File: src/rtl/conv3x3_stream.sv
// Streaming 3x3 kernel filter: two line buffers feed a column window, a tap
// register stage, then a per-channel multiply/shift/saturate output stage.
module conv3x3_stream #(
  parameter int IMG_W = 200,
  parameter int IMG_H = 200,
  parameter int CH    = 3,
  parameter int CW    = 3,
  parameter int KW    = 3,
  parameter int SW    = 4
) (
  input  logic                clk,
  input  logic                rst,
  input  logic [1:0]          mode,
  input  logic                coef_we,
  input  logic [3:0]          coef_idx,
  input  logic [KW-1:0]       coef_data,
  input  logic [SW-1:0]       shift_in,
  input  logic                in_valid,
  output logic                in_ready,
  input  logic                in_sof,
  input  logic [CH*CW-1:0]    in_data,
  output logic                out_valid,
  output logic                out_sof,
  output logic                out_eol,
  output logic [CH*CW-1:0]    out_data,
  output logic                busy
);
  localparam int PW   = CH * CW;
  localparam int XW   = (IMG_W > 1) ? $clog2(IMG_W) : 1;
  localparam int YW   = $clog2(IMG_H + 2);
  localparam int SUMW = CW + KW + 4;
  localparam logic [XW-1:0]   X_LAST  = XW'(IMG_W - 1);
  localparam logic [XW-1:0]   X_ONE   = XW'(1);
  localparam logic [YW-1:0]   Y_LAST  = YW'(IMG_H - 1);
  localparam logic [YW-1:0]   Y_FLUSH = YW'(IMG_H);
  localparam logic [YW-1:0]   Y_END   = YW'(IMG_H + 1);
  localparam logic [YW-1:0]   Y_ONE   = YW'(1);
  localparam logic [YW-1:0]   Y_TWO   = YW'(2);
  localparam logic [SUMW-1:0] PIX_MAX = SUMW'((1 << CW) - 1);

  typedef enum logic [1:0] {IDLE, RUN, FLUSH} state_t;

  function automatic logic [CW-1:0] shift_sat(input logic [SUMW-1:0] sum,
                                              input logic [SW-1:0]   sh);
    logic [SUMW-1:0] v;
    v = sum >> sh;
    return (v > PIX_MAX) ? {CW{1'b1}} : v[CW-1:0];
  endfunction

  state_t          state, state_nx;
  logic [XW-1:0]   x, sx;
  logic [YW-1:0]   y, sy;
  logic            accept, start, slot, last_in, flush_end;
  logic [PW-1:0]   pix;

  logic [KW-1:0]   kstage [9];
  logic [KW-1:0]   kact   [9];
  logic [SW-1:0]   shift_act;
  logic [1:0]      mode_act;

  logic [PW-1:0]   lb1 [IMG_W];
  logic [PW-1:0]   lb2 [IMG_W];
  logic [PW-1:0]   n_col [3];
  logic [PW-1:0]   c1 [3];
  logic [PW-1:0]   c2 [3];

  logic [PW-1:0]   tap_p0 [3][3];
  logic            vld_p0, sof_p0, eol_p0;
  logic [SUMW-1:0] acc_sum;
  logic [CW-1:0]   centre, px_res;
  logic [PW-1:0]   result;

  assign accept    = in_valid && in_ready;
  assign start     = (state == IDLE) && accept && in_sof;
  assign slot      = start || ((state == RUN) && accept) || (state == FLUSH);
  // The frame-opening pixel is slot (0,0); x/y already point past it afterwards.
  assign sx        = (state == IDLE) ? '0 : x;
  assign sy        = (state == IDLE) ? '0 : y;
  assign last_in   = (state == RUN) && accept && (x == X_LAST) && (y == Y_LAST);
  assign flush_end = (state == FLUSH) && (y == Y_END);
  assign pix       = (state == FLUSH) ? '0 : in_data;
  assign busy      = (state != IDLE);

  always_comb begin
    state_nx = state;
    case (state)
      IDLE:    if (start)     state_nx = RUN;
      RUN:     if (last_in)   state_nx = FLUSH;
      FLUSH:   if (flush_end) state_nx = IDLE;
      default:                state_nx = IDLE;
    endcase
  end

  always_ff @(posedge clk) begin
    if (rst) begin
      state     <= IDLE;
      x         <= '0;
      y         <= '0;
      in_ready  <= 1'b0;
      shift_act <= '0;
      mode_act  <= 2'd2;
      for (int i = 0; i < 9; i++) begin
        kstage[i] <= (i == 4) ? KW'(1) : '0;
        kact[i]   <= (i == 4) ? KW'(1) : '0;
      end
    end else begin
      state    <= state_nx;
      in_ready <= (state_nx != FLUSH);
      if (slot) begin
        if (sx == X_LAST) begin
          x <= '0;
          y <= sy + Y_ONE;
        end else begin
          x <= sx + X_ONE;
          y <= sy;
        end
      end
      // Active copy reads the old staging value, so a coincident write lands next frame.
      if (start) begin
        kact      <= kstage;
        shift_act <= shift_in;
        mode_act  <= mode;
      end
      if (coef_we && (coef_idx <= 4'd8))
        kstage[coef_idx] <= coef_data;
    end
  end

  // Column entering the window; top/bottom rows clamp at the frame edges.
  always_comb begin
    n_col[0] = (sy == Y_ONE) ? lb1[sx] : lb2[sx];
    n_col[1] = lb1[sx];
    n_col[2] = (sy == Y_FLUSH) ? lb1[sx] : pix;
  end

  // Stage p0: line buffers, column window and clamped 3x3 taps.
  always_ff @(posedge clk) begin
    if (slot) begin
      lb2[sx] <= lb1[sx];
      lb1[sx] <= pix;
      for (int r = 0; r < 3; r++) begin
        c1[r]        <= c2[r];
        c2[r]        <= n_col[r];
        tap_p0[r][0] <= (sx == X_ONE) ? c2[r] : c1[r];
        tap_p0[r][1] <= c2[r];
        tap_p0[r][2] <= (sx == '0) ? c2[r] : n_col[r];
      end
    end
  end

  always_ff @(posedge clk) begin
    if (rst) begin
      vld_p0 <= 1'b0;
      sof_p0 <= 1'b0;
      eol_p0 <= 1'b0;
    end else begin
      vld_p0 <= slot && ((sy >= Y_TWO) || ((sy == Y_ONE) && (sx != '0)));
      sof_p0 <= slot && (sy == Y_ONE) && (sx == X_ONE);
      eol_p0 <= slot && (sy >= Y_TWO) && (sx == '0);
    end
  end

  always_comb begin
    result  = '0;
    acc_sum = '0;
    centre  = '0;
    px_res  = '0;
    for (int ch = 0; ch < CH; ch++) begin
      acc_sum = '0;
      for (int r = 0; r < 3; r++)
        for (int c = 0; c < 3; c++)
          acc_sum = acc_sum + SUMW'(tap_p0[r][c][ch*CW +: CW]) * SUMW'(kact[r*3+c]);
      centre = tap_p0[1][1][ch*CW +: CW];
      case (mode_act)
        2'd0:    px_res = shift_sat(acc_sum, shift_act);
        2'd1:    px_res = ~centre;
        default: px_res = centre;
      endcase
      result[ch*CW +: CW] = px_res;
    end
  end

  // Stage p1: registered output pixel and framing flags.
  always_ff @(posedge clk) begin
    if (rst) begin
      out_valid <= 1'b0;
      out_sof   <= 1'b0;
      out_eol   <= 1'b0;
      out_data  <= '0;
    end else begin
      out_valid <= vld_p0;
      out_sof   <= sof_p0;
      out_eol   <= eol_p0;
      if (vld_p0) out_data <= result;
    end
  end
endmodule
File: config.mk
export PLATFORM = sky130hd
export DESIGN_NAME = conv3x3_stream
export DESIGN_NICKNAME = d
export VERILOG_FILES = /design/src/rtl/conv3x3_stream.sv
export SDC_FILE = /design/constraint.sdc
export NUM_CORES = 2
export LEC_CHECK = 0
export ABC_AREA = 1
export CORE_MARGIN = 8
export CORE_UTILIZATION = 45
export DETAILED_ROUTE_END_ITERATION = 10
export PLACE_DENSITY = 0.63
export SLEW_MARGIN = 20
export SYNTH_ARGS = -nofsm -noshare
export SYNTH_HDL_FRONTEND = slang
export SYNTH_SLANG_ARGS = --single-unit
File: constraint.sdc
create_clock -name clk -period 9.5 [get_ports clk]
set_input_delay 1.425 -clock clk [delete_from_list [all_inputs] [get_ports clk]]
set_output_delay 1.425 -clock clk [all_outputs]
set_load 0.01 [all_outputs]
==> out/metrics.yaml <==
syn-instance-count: 13900
worst_slew_pin_slew_ns: 1.33
ys_ff_latch: 3802
dp_cells: 18300
postLayoutSetupSlackWorst_ns: 2.81
maxSlewViolCount: 0
area_delta_synth_final_pct: 12.1
max_freq_ghz: 0.149
pre_cts_slack_ns: 3.14
cts_hold_buf: 0
grtUsageTotal: 0.253
finalNonFillerCells: 19000
tns_ns: 0
stdcell_area_mm2: 0.181
hold_path.class: "flip-flop to flip-flop"
yosysMostFrequentCell: "edfxtp_1"
fin_crit_sh: 0.704
cp_common_cell: "nor2_1"
synth_largest_area_cell: "edfxtp_1"
cp-start-kind: "flip-flop"
wire_per_inst_um: 26.1
gr-total-overflow: 0
r2r_end: "lb2[172][0]"
path_clk_slew_ns: 0.06
skew_ns: 0.0716
synth_edf_count: 3708
synth-async-reset-ratio: 0
viasPerCell: 5.70
die_h_um: 615
r2r_start: "state[0]"
rows: 220
gp_congestion: 0.917
fin_util: 0.505
portBuffers: 40
ff_latch_area_mm2: 0.113
cts_tree: "built"
fp.dieArea_mm2: 0.378
cp.required_ns: 10.08
maxCapViolations: 0
setup_viol: 0
status: "finished, final reports clean"
whs_path_depth: 2
grt_pass1_wl_mm: 713
cts_resized: 0
place_area_mm2: 0.168
firstDrtPassIters: 10
cp_slowest_stage_delay_ns: 0.88
hold_start: "sof_p0"
cts_setup_buffers: 0
ys_top_cells_by_count: "edfxtp_1, nor2_1, nand2_1, o21ai_0, inv_1"
multiInputGateArea_mm2: 0.0423
synth.yosys.seq_area_share: 0.701
clock_latency_ns: 0.98
vias: 108000
critical-path-top-delay-family: "simple AND/OR/NAND/NOR gates"
ant_nets: 0
r2r_slack_ns: 2.81
cpMaxStageDelayCell: "nor2_1"
grt_pass1_vias: 101000
ys.flop_type: "edfxtp_1"
antenna_found_initial: 15
ir_worst_vdd_v: 0.000172
end_kind: "flip-flop"
cts_buffer_depth: 4
hold_violations: 0
drive_gt1_frac: 0.0780
drc: 0
h-tree-depth: 5
max-slew-margin-rel: 0.104
worst_ep_arrival_time_ns: 7.27
syn-num-nets: 14300
leakagePower_nw: 65.2
cp_max_fo: 160
fin_nets: 14300
root_buffer: "clkbuf_16"
cts_buffers: 391
wl_mm: 495
hold_end: "out_sof"
dpl.hpwl_mm: 291
layout_min_cycle_time_ns: 6.69
fillers: 30700
yosys_warnings: 0
synth_top_cell_area_share: 0.690
io-pin-count: 41
start_util: 0.451
grt_max_degree: 174
crit_type: "flip-flop to flip-flop"
drt-initial-drc-count: 13600
rsz0062_at_grt: "false"
ys_types: 52
core_region_area_mm2: 0.358
syn_avg_cell_area_um2: 11.6
syn_area_mm2: 0.161
clkSinkCount: 3802
power_per_cell_area_mw_per_mm2: 195
critPathBufInv: 5
reg2reg_depth: 14
cp_cell_sequence: "nor2_8 -> nor2_4 -> inv_2 -> nor2_1 -> inv_2 -> nor2_1 -> inv_1 -> buf_4 -> nor2_1 -> nor2_1 -> nand2_1 -> nor2_1 -> nand2_4 -> buf_12"
die-width_um: 615
ys_top_cells_by_area: "edfxtp_1, nor2_1, o21ai_0, nand2_1, fa_1"
registers in the layout (all words and copies together) (netlist names), 4 cells and up:
name	count
c1	26
c2	27
kact	27
kstage	27
lb1	1800
lb2	1800
out_data	9
shift_act	4
tap_p0	55
x	8
y	8
where the power goes:
part	internal, mW	total [mW]	leakage (nW)	switching (mW)
combinational	0.422	1.47	24.9	1.05
clock	8.79	15.3	6.15	6.54
sequential	18.4	18.4	34.1	0.0403
metrics by stage:
stage | total power [mW] | hold slack, ns
after global placement | 20.3 | 0.395
after floorplan | 19.7 | 0.388
final | 35.3 | 0.399
after detailed placement | 20.3 | 0.396
after CTS | 35.4 | 0.404
after global routing | 36.1 | 0.430
placed cells by master, fill, tap and decap left out, types with 68 or more instances in the layout:
master     count
clkinv_1     103
o22ai_1      462
nand2_1     2286
a21oi_1      118
inv_1        825
edfxtp_1    3708
clkbuf_1      68
dfxtp_1       93
o21ai_1      158
ha_1         152
o21ai_0     1901
fa_1         201
nor2_1      2542
nor2_2        81
clkbuf_16    400
nand3_1      253
buf_4        264
worst max path at each step:
stage               startpoint           end  cells past startpoint
floorplan           in_data[0]     lb1[0][0]                      2
global placement      state[0]  tap_p0[1][4]                     17
detailed placement    state[0]    lb2[12][6]                     15
CTS                   state[0]    lb2[14][6]                     15
global route          kact[18]   out_data[2]                     26
finish                state[0]   lb2[172][0]                     14
cells by family after synthesis:
group / after synthesis / synth area share
DFF: 3802 / 0.701
muxes: 25 / 0.00172
AOI/OAI and AO/OA: 2723 / 0.0895
xor gates and xnor gates: 10 / 0.000543
buffers and inverters: 1668 / 0.0413
and+or+nand+nor: 5358 / 0.129
adders and majority gates: 353 / 0.0367
tightest hold or removal path, stage by stage, from the launching register on:
cell and delay [ns]:
dfxtp_1 0.29, inv_1 0.04, nor2_1 0.03
per-layer routing:
| metal | share of wire | track usage | vias to the layer above |
|---|---|---|---|
| li1 | - | - | 48200 |
| met1 | 0.40 | 0.344 | 53600 |
| met2 | 0.45 | 0.393 | 5510 |
| met3 | 0.097 | 0.0496 | 962 |
| met4 | 0.053 | 0.116 | 8 |
| met5 | 0.00012 | 0 | - |
layout make-up:
class | instances | area share
Timing Repair Buffer | 362 | 0.0196
Clock inverter | 244 | 0.0132
Inverter | 855 | 0.0180
Sequential cell | 3802 | 0.626
Antenna cell | 9 | 0.000124
Multi-Input combinational cell | 8469 | 0.234
Clock buffer | 468 | 0.0567
Tap cell | 4773 | 0.0330
No activity file was read; power rests on OpenSTA's default activity.
==> patch (same settings) <==
Set the parameter `CH` to 2 (it was 3).
--- a/src/rtl/conv3x3_stream.sv
+++ b/src/rtl/conv3x3_stream.sv
@@ -4,5 +4,5 @@
   parameter int IMG_W = 200,
   parameter int IMG_H = 200,
-  parameter int CH    = 3,
+  parameter int CH    = 2,
   parameter int CW    = 3,
   parameter int KW    = 3,
Interface: changed (resized in_data and out_data); port bits go from 41 to 35. The function was not compared with the original's and may differ.
==> patch against the unedited design <==
Sequential cell count shrank 1239. Sequential power is 32% lower. Worst hold slack better by 4.1 ps. Worst setup slack gained 420 ps. Core utilization barely moved. Area after synthesis down 32%. First-iteration DRC count is 32% lower. Synthesized cell count is 30% lower. Fmax grew 6.7%. Power decreased by 32%. Cell area decreased by 32%. Routed wire length fell by 35%.
==> patch: results (changes against the unedited design) <==
{| class="wikitable"
! Metric !! Value
|-
| Status || complete, no violations (unchanged)
|-
| Achievable frequency || 0.160 GHz (was 0.149 GHz)
|-
| Layout cell share with drive strength beyond 1 || 0.0767 (was 0.0780)
|-
| Family with the most delay on the worst path || adder cells (was simple AND/OR/NAND/NOR gates)
|-
| Fill cell instance count of the final layout || 21,029 (was 30,715)
|-
| CTS buffer count || 279 (was 391)
|-
| Number of different library cells in the post-synthesis netlist || 48 (was 52)
|-
| Share of cell area taken by muxes after synthesis || 0.00143 (was 0.00172)
|-
| Registers with the most flip-flops || lb1: 1200 flops, lb2: 1200 flops, tap_p0: 37 flops (was lb1: 1800 flops, lb2: 1800 flops, tap_p0: 55 flops)
|-
| Number of global-route vias before repair || 71,583 (was 100,782)
|-
| Number of detailed-routing iterations run before antenna repair || 6 (was 10)
|-
| Reg2reg start || kact[18] (was state[0])
|-
| I/O Buffers || 34 (was 40)
|-
| Length of routed wiring on met1 || 130 mm (was 196 mm)
|-
| Endpoint of the worst register-to-register path || out_data[2] (was lb2[172][0])
|-
| Clock latency reported for the late side of the worst-skew pair || 950 ps (was 980 ps)
|-
| Place WS || 3070 ps (was 3140 ps)
|-
| DRC violation total after the first TritonRoute iteration || 9,294 (was 13,637)
|-
| Static leakage || 45.5 nW (was 65.2 nW)
|-
| Seq cells post-synth || 2,563 (was 3,802)
|-
| Vias post-DR || 74,279 (was 108,290)
|-
| Met3 layer usage reported by global route || 0.0497 (was 0.0496)
|-
| Worst IR Drop VDD || 0.154 mV (was 0.172 mV)
|-
| Clock buffer cells || 349 (was 468)
|-
| Synth Area in XOR/XNOR || 0.000794 (was 0.000542)
|-
| Final non-clock buffer share || 0.0200 (was 0.0196)
|}
==> patch: cell count changes after synthesis, sizes merged, moves of 231 or more <==
cell / before / now
o21ai: 2060 / 1338
nor2: 2687 / 1994
nand2: 2299 / 1691
clkbuf: 466 / 177
o22ai: 462 / 231
edfxtp: 3708 / 2472
==> patch: through the flow <==
| step | cell area (um2) | total power, mW | hold WS (ps) | util |
|---|---|---|---|---|
| 2_1_floorplan | 110000 | 13.4 | 388 | - |
| 3_3_place_gp | 114000 | 13.8 | 402 | 0.469 |
| 3_5_place_dp | 114000 | 13.8 | 399 | 0.470 |
| 4_1_cts | 123000 | 24.1 | 407 | 0.505 |
| 5_1_grt | 123000 | 24.6 | 419 | 0.505 |
| 6_report | 123000 | 24.0 | 403 | 0.505 |
==> patch: where the power goes <==
| group | internal, mW | switching [mW] |
|---|---|---|
| logic | 0.323 | 0.836 |
| clock network | 6.03 | 4.31 |
| registers | 12.4 | 0.0284 |
| total | 18.8 | 5.17 |
